### src/rtl/muldiv_resp_queue.sv
// muldiv_resp_queue
//   Small in-order FIFO between the multiply/divide unit's response port and a
//   shared register-file write port. It also tracks which destination
//   registers still have a multiply/divide result outstanding.
//
// Parameters
//   DEPTH  result-queue entries (power of two, 2..8)
//   XLEN   result data width
//
// Ports
//   clk, reset_n                     clock; asynchronous active-low reset
//   io_issue_valid / io_issue_tag    a request for register io_issue_tag starts
//   io_kill                          squash the most recently issued request
//   io_enq_*                         result from the mul/div unit (valid/ready)
//   io_wb_*                          register-file write request (valid/ready)
//   io_busy[31:0]                    bit n set: register n awaits a result
//
// Build option
//   MULDIV_RESP_BYPASS_EN  when defined, a result arriving at an empty queue is
//                          presented on io_wb_* in the same cycle.
module muldiv_resp_queue #(
  parameter int DEPTH = 2,
  parameter int XLEN  = 32
) (
  input  logic            clk,
  input  logic            reset_n,
  input  logic            io_issue_valid,
  input  logic [4:0]      io_issue_tag,
  input  logic            io_kill,
  output logic            io_enq_ready,
  input  logic            io_enq_valid,
  input  logic [XLEN-1:0] io_enq_bits_data,
  input  logic [4:0]      io_enq_bits_tag,
  output logic            io_wb_valid,
  input  logic            io_wb_ready,
  output logic [XLEN-1:0] io_wb_data,
  output logic [4:0]      io_wb_tag,
  output logic [31:0]     io_busy
);
  localparam int AW = (DEPTH > 1) ? $clog2(DEPTH) : 1;
  localparam int CW = AW + 1;
  localparam logic [CW-1:0] FULL_CNT = CW'(DEPTH);

  // Storage is deliberately not reset; it is only read when count_q != 0.
  logic [XLEN-1:0] mem_data [DEPTH];
  logic [4:0]      mem_tag  [DEPTH];

  logic [AW-1:0] wr_ptr_q, wr_ptr_d;
  logic [AW-1:0] rd_ptr_q, rd_ptr_d;
  logic [CW-1:0] count_q, count_d;
  logic [31:0]   busy_q, busy_d;
  logic [4:0]    last_tag_q, last_tag_d;

  logic enq_fire, wb_fire, bypass, mem_write, mem_pop;

  always_comb begin
    io_enq_ready = (count_q != FULL_CNT);
    enq_fire     = io_enq_valid & io_enq_ready;
`ifdef MULDIV_RESP_BYPASS_EN
    // Gated by reset_n so io_wb_valid stays low throughout reset.
    bypass = reset_n & (count_q == '0) & io_enq_valid & (io_enq_bits_tag != 5'd0);
`else
    bypass = 1'b0;
`endif
    io_wb_valid = (count_q != '0) | bypass;
    io_wb_data  = bypass ? io_enq_bits_data : mem_data[rd_ptr_q];
    io_wb_tag   = bypass ? io_enq_bits_tag  : mem_tag[rd_ptr_q];
    io_busy     = busy_q;
    wb_fire     = io_wb_valid & io_wb_ready;

    // Tag 0 results are accepted and dropped (x0 is never written).
    // A bypassed result consumed this cycle never touches storage; a bypassed
    // result that is not taken is stored normally and re-presented from there.
    mem_write = enq_fire & (io_enq_bits_tag != 5'd0) & ~(bypass & io_wb_ready);
    mem_pop   = wb_fire & ~bypass;

    wr_ptr_d = mem_write ? wr_ptr_q + AW'(1) : wr_ptr_q;
    rd_ptr_d = mem_pop   ? rd_ptr_q + AW'(1) : rd_ptr_q;
    count_d  = count_q + CW'(mem_write) - CW'(mem_pop);

    // Priority low to high: writeback clear, kill clear, issue set.
    busy_d = busy_q;
    if (wb_fire) busy_d[io_wb_tag] = 1'b0;
    if (io_kill) busy_d[last_tag_q] = 1'b0;
    if (io_issue_valid && io_issue_tag != 5'd0) busy_d[io_issue_tag] = 1'b1;
    last_tag_d = io_issue_valid ? io_issue_tag : last_tag_q;
  end

  always_ff @(posedge clk or negedge reset_n) begin
    if (!reset_n) begin
      wr_ptr_q   <= '0;
      rd_ptr_q   <= '0;
      count_q    <= '0;
      busy_q     <= '0;
      last_tag_q <= '0;
    end else begin
      wr_ptr_q   <= wr_ptr_d;
      rd_ptr_q   <= rd_ptr_d;
      count_q    <= count_d;
      busy_q     <= busy_d;
      last_tag_q <= last_tag_d;
    end
  end

  always_ff @(posedge clk) begin
    if (mem_write) begin
      mem_data[wr_ptr_q] <= io_enq_bits_data;
      mem_tag[wr_ptr_q]  <= io_enq_bits_tag;
    end
  end
endmodule

### config.mk
export PLATFORM = sky130hd
export DESIGN_NAME = muldiv_resp_queue
export DESIGN_NICKNAME = d
export VERILOG_FILES = /design/src/rtl/muldiv_resp_queue.sv
export SDC_FILE = /design/constraint.sdc
export NUM_CORES = 1
export LEC_CHECK = 0
export CAP_MARGIN = 10
export CELL_PAD_IN_SITES_DETAIL_PLACEMENT = 0
export CELL_PAD_IN_SITES_GLOBAL_PLACEMENT = 1
export CORE_UTILIZATION = 46
export DETAILED_ROUTE_END_ITERATION = 8
export DONT_BUFFER_PORTS = 1
export GPL_TIMING_DRIVEN = 0
export PLACE_DENSITY = 0.83
export SYNTH_ARGS = -nofsm -noshare
export SYNTH_HDL_FRONTEND = slang
export SYNTH_SLANG_ARGS = --single-unit
### constraint.sdc
create_clock -name clk -period 2.8 [get_ports clk]
set_input_delay 0.42 -clock clk [delete_from_list [all_inputs] [get_ports clk]]
set_output_delay 0.42 -clock clk [all_outputs]
set_load 0.03 [all_outputs]
==> flow_summary.yaml, run 1 <==
yosys:
  synth-seq-cells: 115
  synthArstFlopShare_pct: 35.7
  yosysTopAreaCellShare_pct: 47.8
  ys_top_cells_by_count: "74 x edfxtp_1, 41 x dfrtp_1, 37 x mux2_2"
  ys_warn_count: 0
  synth_seq_area_share_pct: 69.9
  synth_top_area_cell: "edfxtp_1"
  synthFlopType: "edfxtp_1"
  yosysUniqueCellTypes: 31
  synth_area_per_cell_sq_um: 16.4
  synth_nets: 334
  yosysMostFrequentCell: "edfxtp_1"
  synth.area.top_cells: "edfxtp_1 48%, dfrtp_1 22%, mux2_2 9.0%"
  syn_area_sq_um: 4640
  syn_inst: 284
  synth_edf_count: 74
clock_tree:
  clockBufferDepth: 2
  cts_buffers: 17
  h-tree-depth: 4
  tritoncts: "built"
  root_buffer: "clkbuf_8"
  clock_latency_ps: 520
  cts.sinks: 115
  clkTransAtPathRegs_ps: 60
  cts-resized-gates: 0
worst_setup_path:
  setup.worst_path.start: "rd_ptr_q"
  endpoint_kind: "output port"
  cp_slowest_cell: "mux2_2"
  timing.rr.start: "count_q[0]"
  cp_max_fo: 10
  worstPathArrival_ps: 1840
  reg2reg_to: "count_q[1]"
  critPathMaxStageDelay_ps: 470
  critical_path_class: "reg2out"
  r2r_slack_ps: 810
  crit_required_ps: 2380
  reg2reg_depth: 7
  cp_cell_sequence: "buf_6, buf_2, mux2_2"
  crit_path_start_kind: "register"
placement:
  dpl_cell_area_sq_um: 4870
  numPortBuffers: 0
  gp_congestion: 0.820
  dp_cells: 419
  hpwlAfterDp_mm: 6.65
timing:
  hold_viol: 0
  fin_crit_sh_pct: 80.7
  worst_pin_slew_ps: 511
  rsz0062_at_grt: "no"
  finClkSkew_ps: 7.91
  fmax_ghz: 0.442
  finalSetupViolCount: 0
  finalCriticalPeriod_ps: 2260
  slew_headroom_pct: 65.9
  finalMaxSlewViolations: 0
power:
  power_frac_comb_pct: 27.3
  powerDensity_nw_per_um2: 1230
  p_int_uw: 4360
  netSwitchingFraction_pct: 39.5
  power_frac_seq_pct: 43.0
  peakVddDrop_mv: 0.671
  power_switching_uw: 2850
  p_leak_uw: 0.00207
  p_clk_share_pct: 29.7
min_path:
  worstHoldPathType: "in2reg"
  hp-start: "io_issue_tag[4]"
  hold_path_depth: 1
  holdPathEnd: "last_tag_q[4]"
floorplanning:
  die_area_sq_um: 10500
  die_w_um: 102
  row_count: 36
  initial_core_util_pct: 47.5
  die_h_um: 102
  core_area_sq_um: 9770
  ios: 119
global_routing:
  grt_use_total_pct: 20.8
  antenna_found_initial: 0
  grt_overflow: 0
  grt_pass1_vias: 2945
  grt_max_degree: 42
  grt_pass1_wl_mm: 15.7
detailed_routing:
  post_drt_via_cell_ratio: 5.84
  wire_per_inst_um: 21.4
  num_vias: 2861
  drt-total-wl_mm: 10.5
  firstDrtPassIters: 5
  drc: 0
  postRouteAntennaNets: 0
  drtIter0Drc: 131
cells_and_area:
  n_antenna_cell: 0
  final_cell_area_sq_um: 5860
  fin_cells: 490
  nets: 394
  drive_gt1_share_pct: 27.7
  syn_to_final_growth_pct: 26.2
job:
  max_cap_viol_count: 0
run_status:
  status: "complete, no violations"
## per-stage QoR
| step | hold WS [ps] | TNS [ps] | worst slack (ps) | total power, uW | util [%] |
|---|---|---|---|---|---|
| finish | 51.5 | 0 | 540 | 7210 | 60.0 |
| global route | 28.6 | 0 | 450 | 7500 | 60.0 |
| CTS | 26.6 | 0 | 491 | 7230 | 60.0 |
| detailed placement | 126 | 0 | 565 | 5020 | 49.8 |
| global placement | 125 | -71710 | -974 | 4940 | 49.2 |
| floorplan | 124 | -7760 | -105 | 4610 | - |
## kinds of logic (layout without fill, tap and decap cells)
kind of cell	Yosys count	count (layout)	share of synthesized area, %
buffers and inverters	13	86	1.43
AO/OA/AOI/OAI	65	65	9.86
XOR/XNOR	4	4	0.754
adder cells (fa/ha/maj)	2	2	0.539
AND/OR/NAND/NOR	43	43	6.74
flip-flops	115	115	69.9
multiplexers	42	42	10.7
## area by class of cell
cell class	count	area [sq um]
flip-flops and latches	115	3250
plain buffers	6	35.0
fillers	729	3910
repair buffers	41	440
clock inverters	15	180
multi-input cells	156	1350
well taps	133	166
clock buffers	17	414
inverters	7	31.3
## repair_timing
action                    in CTS  in global routing
hold buffers                  39                  0
hold endpoints to repair     115                  0
buffers inserted               0                  0
## power by group through the flow
stage / sequential [uW] / clock (uW) / combinational [uW]
detailed placement: 3120 / 0 / 1900
finish: 3100 / 2140 / 1970
global placement: 3130 / 0 / 1810
CTS: 3090 / 2170 / 1980
floorplan: 3030 / 0 / 1580
global route: 3150 / 2240 / 2100
## how the worst max path moves through the flow
stage                endpoint  slack, ps  cells past startpoint
3_3_place_gp   mem_data[1][9]       -970                      3
2_1_floorplan  mem_data[0][0]       -100                      3
5_1_grt        io_wb_data[22]        450                      3
4_1_cts        io_wb_data[22]        490                      3
3_5_place_dp       count_q[1]        560                      7
6_report       io_wb_data[22]        540                      3
## per-layer routing
metal	share of wire [%]	vias up	track usage, %	wire, um
met1	39	1421	24.4	4130
met2	48	152	32.7	5070
met4	1.6	0	10.2	166
met5	0	-	0	0
li1	-	1266	-	-
met3	11	22	9.23	1120
## cells in the final DEF (no fill, tap or decap), drive strengths merged, types with 2 or more instances in the layout
master       instances
xnor2                3
inv                 12
nand3               16
dlygate4sd3         38
clkinv               5
dfrtp               41
o221ai              31
clkinvlp             2
clkbuf              18
o21ai               31
nor2                 4
ha                   2
nand2                2
or3b                 6
nand3b              10
or3                  2
edfxtp              74
mux2                37
bufinv               3
buf                  8
mux2i                5
## registers in the layout (all words and copies together), names as in the netlist
| name | count |
|---|---|
| mem_data | 64 |
| io_busy | 32 |
| mem_tag | 10 |
| last_tag_q | 5 |
| count_q | 2 |
| rd_ptr_q | 1 |
| wr_ptr_q | 1 |
## critical path, delay by kind of cell (launching register included)
kind | cells | cell delay (ps)
flip-flops | 1 | 380
buffers and inverters | 2 | 470
multiplexers | 1 | 470
Power figures use the tool's default switching activity.
==> run 2, diff against run 1 <==
CORE_UTILIZATION = 51   (was 46)
PLACE_DENSITY = 0.87   (was 0.83)
clock period = 2.1 ns   (was 2.8 ns; I/O delays follow)
==> run 2 against run 1 <==
  * Design area rose by 1.7%
  * Worst setup slack got worse by 520 ps
  * Power rose by 35%
  * Critical path depth did not move
  * Sequential power rose by 33%
  * Clock power rose by 32%
  * Non-clock buffer count rose by 8
  * Register-to-register slack got worse by 650 ps
  * Cell count fell by 3.5%
  * Hold slack got worse by 3.3 ps
  * Clock-buffer cell count did not move
  * Via count rose by 1.4%
  * Critical path type unchanged
  * Largest power group unchanged
==> flow_summary.yaml, run 2 (synthesized netlist as in run 1, its figures left out) <==
detailed_routing:
  drc: 0
  firstDrtPassIters: 4
  post_drt_via_cell_ratio: 6.13
  postRouteAntennaNets: 0
  drtIter0Drc: 183
  num_vias: 2900
  drt-total-wl_mm: 10.8
  wire_per_inst_um: 22.8
worst_setup_path:
  endpoint_kind: "output port"
  worstPathArrival_ps: 1770
  crit_required_ps: 1780
  critical_path_class: "reg2out"
  crit_path_start_kind: "register"
  cp_max_fo: 10
  reg2reg_depth: 7
global_routing:
  grt_overflow: 0
  grt_pass1_vias: 3087
  antenna_found_initial: 0
  grt_max_degree: 42
  grt_use_total_pct: 23.6
  grt_pass1_wl_mm: 17.0
clock_tree:
  tritoncts: "built"
  clockBufferDepth: 2
  cts.sinks: 115
  root_buffer: "clkbuf_8"
  cts_buffers: 17
  h-tree-depth: 4
  clkTransAtPathRegs_ps: 60
  clock_latency_ps: 490
timing:
  worst_pin_slew_ps: 485
  fin_crit_sh_pct: 99.1
  fmax_ghz: 0.481
  slew_headroom_pct: 67.7
  rsz0062_at_grt: "yes"
  setup-tns-final_ps: 0
  finClkSkew_ps: 5.04
  finalSetupViolCount: 0
  finalCriticalPeriod_ps: 2080
  hold_viol: 0
  finalMaxSlewViolations: 0
cells_and_area:
  utilization_pct: 68.0
  multi_input_area_sq_um: 1360
  syn_to_final_growth_pct: 28.4
  regMostFlops: "mem_data"
  seqCellArea_sq_um: 3250
  final_cell_mix: "74 x edfxtp_1, 43 x dlygate4sd3_1, 41 x dfrtp_1"
  fillers: 610
  nets: 402
  n_antenna_cell: 0
  fin_cells: 473
  largest_reg_flops: 64
  final_cell_area_sq_um: 5960
  drive_gt1_share_pct: 27.9
  final_common_cell: "edfxtp_1"
floorplanning:
  die_area_sq_um: 9490
  ios: 119
  core_area_sq_um: 8760
  initial_core_util_pct: 53.0
  die_h_um: 97.4
  die_w_um: 97.4
  row_count: 34
placement:
  gp_congestion: 0.801
  hpwlAfterDp_mm: 6.50
  dpl_cell_area_sq_um: 4850
  numPortBuffers: 0
  dp_cells: 394
job:
  max_cap_viol_count: 0
power:
  p_leak_uw: 0.00213
  peakVddDrop_mv: 0.912
  powerDensity_nw_per_um2: 1630
  p_total_uw: 9740
run_status:
  status: "complete, no violations"
min_path:
  worstHoldPathType: "in2reg"
  hold_path_depth: 2
-- run 2: critical path, stage by stage (launching register included) --
cell and delay [ps]:
dfrtp_1 380, buf_6 200, buf_4 230, mux2_2 450
-- run 2: final timing paths --
| kind | slack (ps) | start | endpoint |
|---|---|---|---|
| worst max-delay path | 20 | rd_ptr_q | io_wb_data[26] |
| worst min-delay path | 50 | io_issue_tag[4] | io_busy[18] |
| worst max register to register | 160 | count_q[0] | count_q[1] |
| worst min register to register | 520 | count_q[1] | count_q[1] |
| max in group asynchronous | 1610 | reset_n | count_q[0] |
| min in group asynchronous | 290 | reset_n | last_tag_q[1] |
-- run 2: metal layers --
metal  global-route usage, %  wire length, um
met1                    29.9             4420
met5                       0                0
met3                    9.57              948
met2                    37.9             5290
met4                    6.33              114
-- run 2: cell type report --
cell class	count	area share [%]
Multi-Input combinational cell	156	22.7
Buffer	6	0.714
Sequential cell	115	54.5
Clock buffer	17	6.95
Timing Repair Buffer	49	9.28
Inverter	7	0.525
Tap cell	108	2.27
Clock inverter	15	3.04
-- run 2: report_power, final --
| group | leakage (uW) | switching (uW) | internal [uW] | total (uW) |
|---|---|---|---|---|
| Clock | 0.000290 | 1010 | 1810 | 2830 |
| Sequential | 0.00119 | 989 | 3140 | 4130 |
| Combinational | 0.000650 | 1810 | 977 | 2790 |
| Total | 0.00213 | 3810 | 5930 | 9740 |
-- run 2: through the flow --
stage | hold slack (ps) | worst slack [ps]
2_1_floorplan | 19.4 | -207
3_3_place_gp | 20.4 | -723
3_5_place_dp | 20.4 | -21.9
4_1_cts | 34.3 | -66.6
5_1_grt | 39.2 | -37.8
6_report | 48.2 | 19.9
-- run 2: timing repair --
| action | CTS | global route |
|---|---|---|
| hold buffers | 44 | 0 |
| setup buffers | 3 | 0 |
| pin swaps | 2 | 0 |
| endpoints found under the hold margin | 120 | 0 |
| setup endpoints to repair | 69 | 29 |
| resized for setup | 0 | 9 |
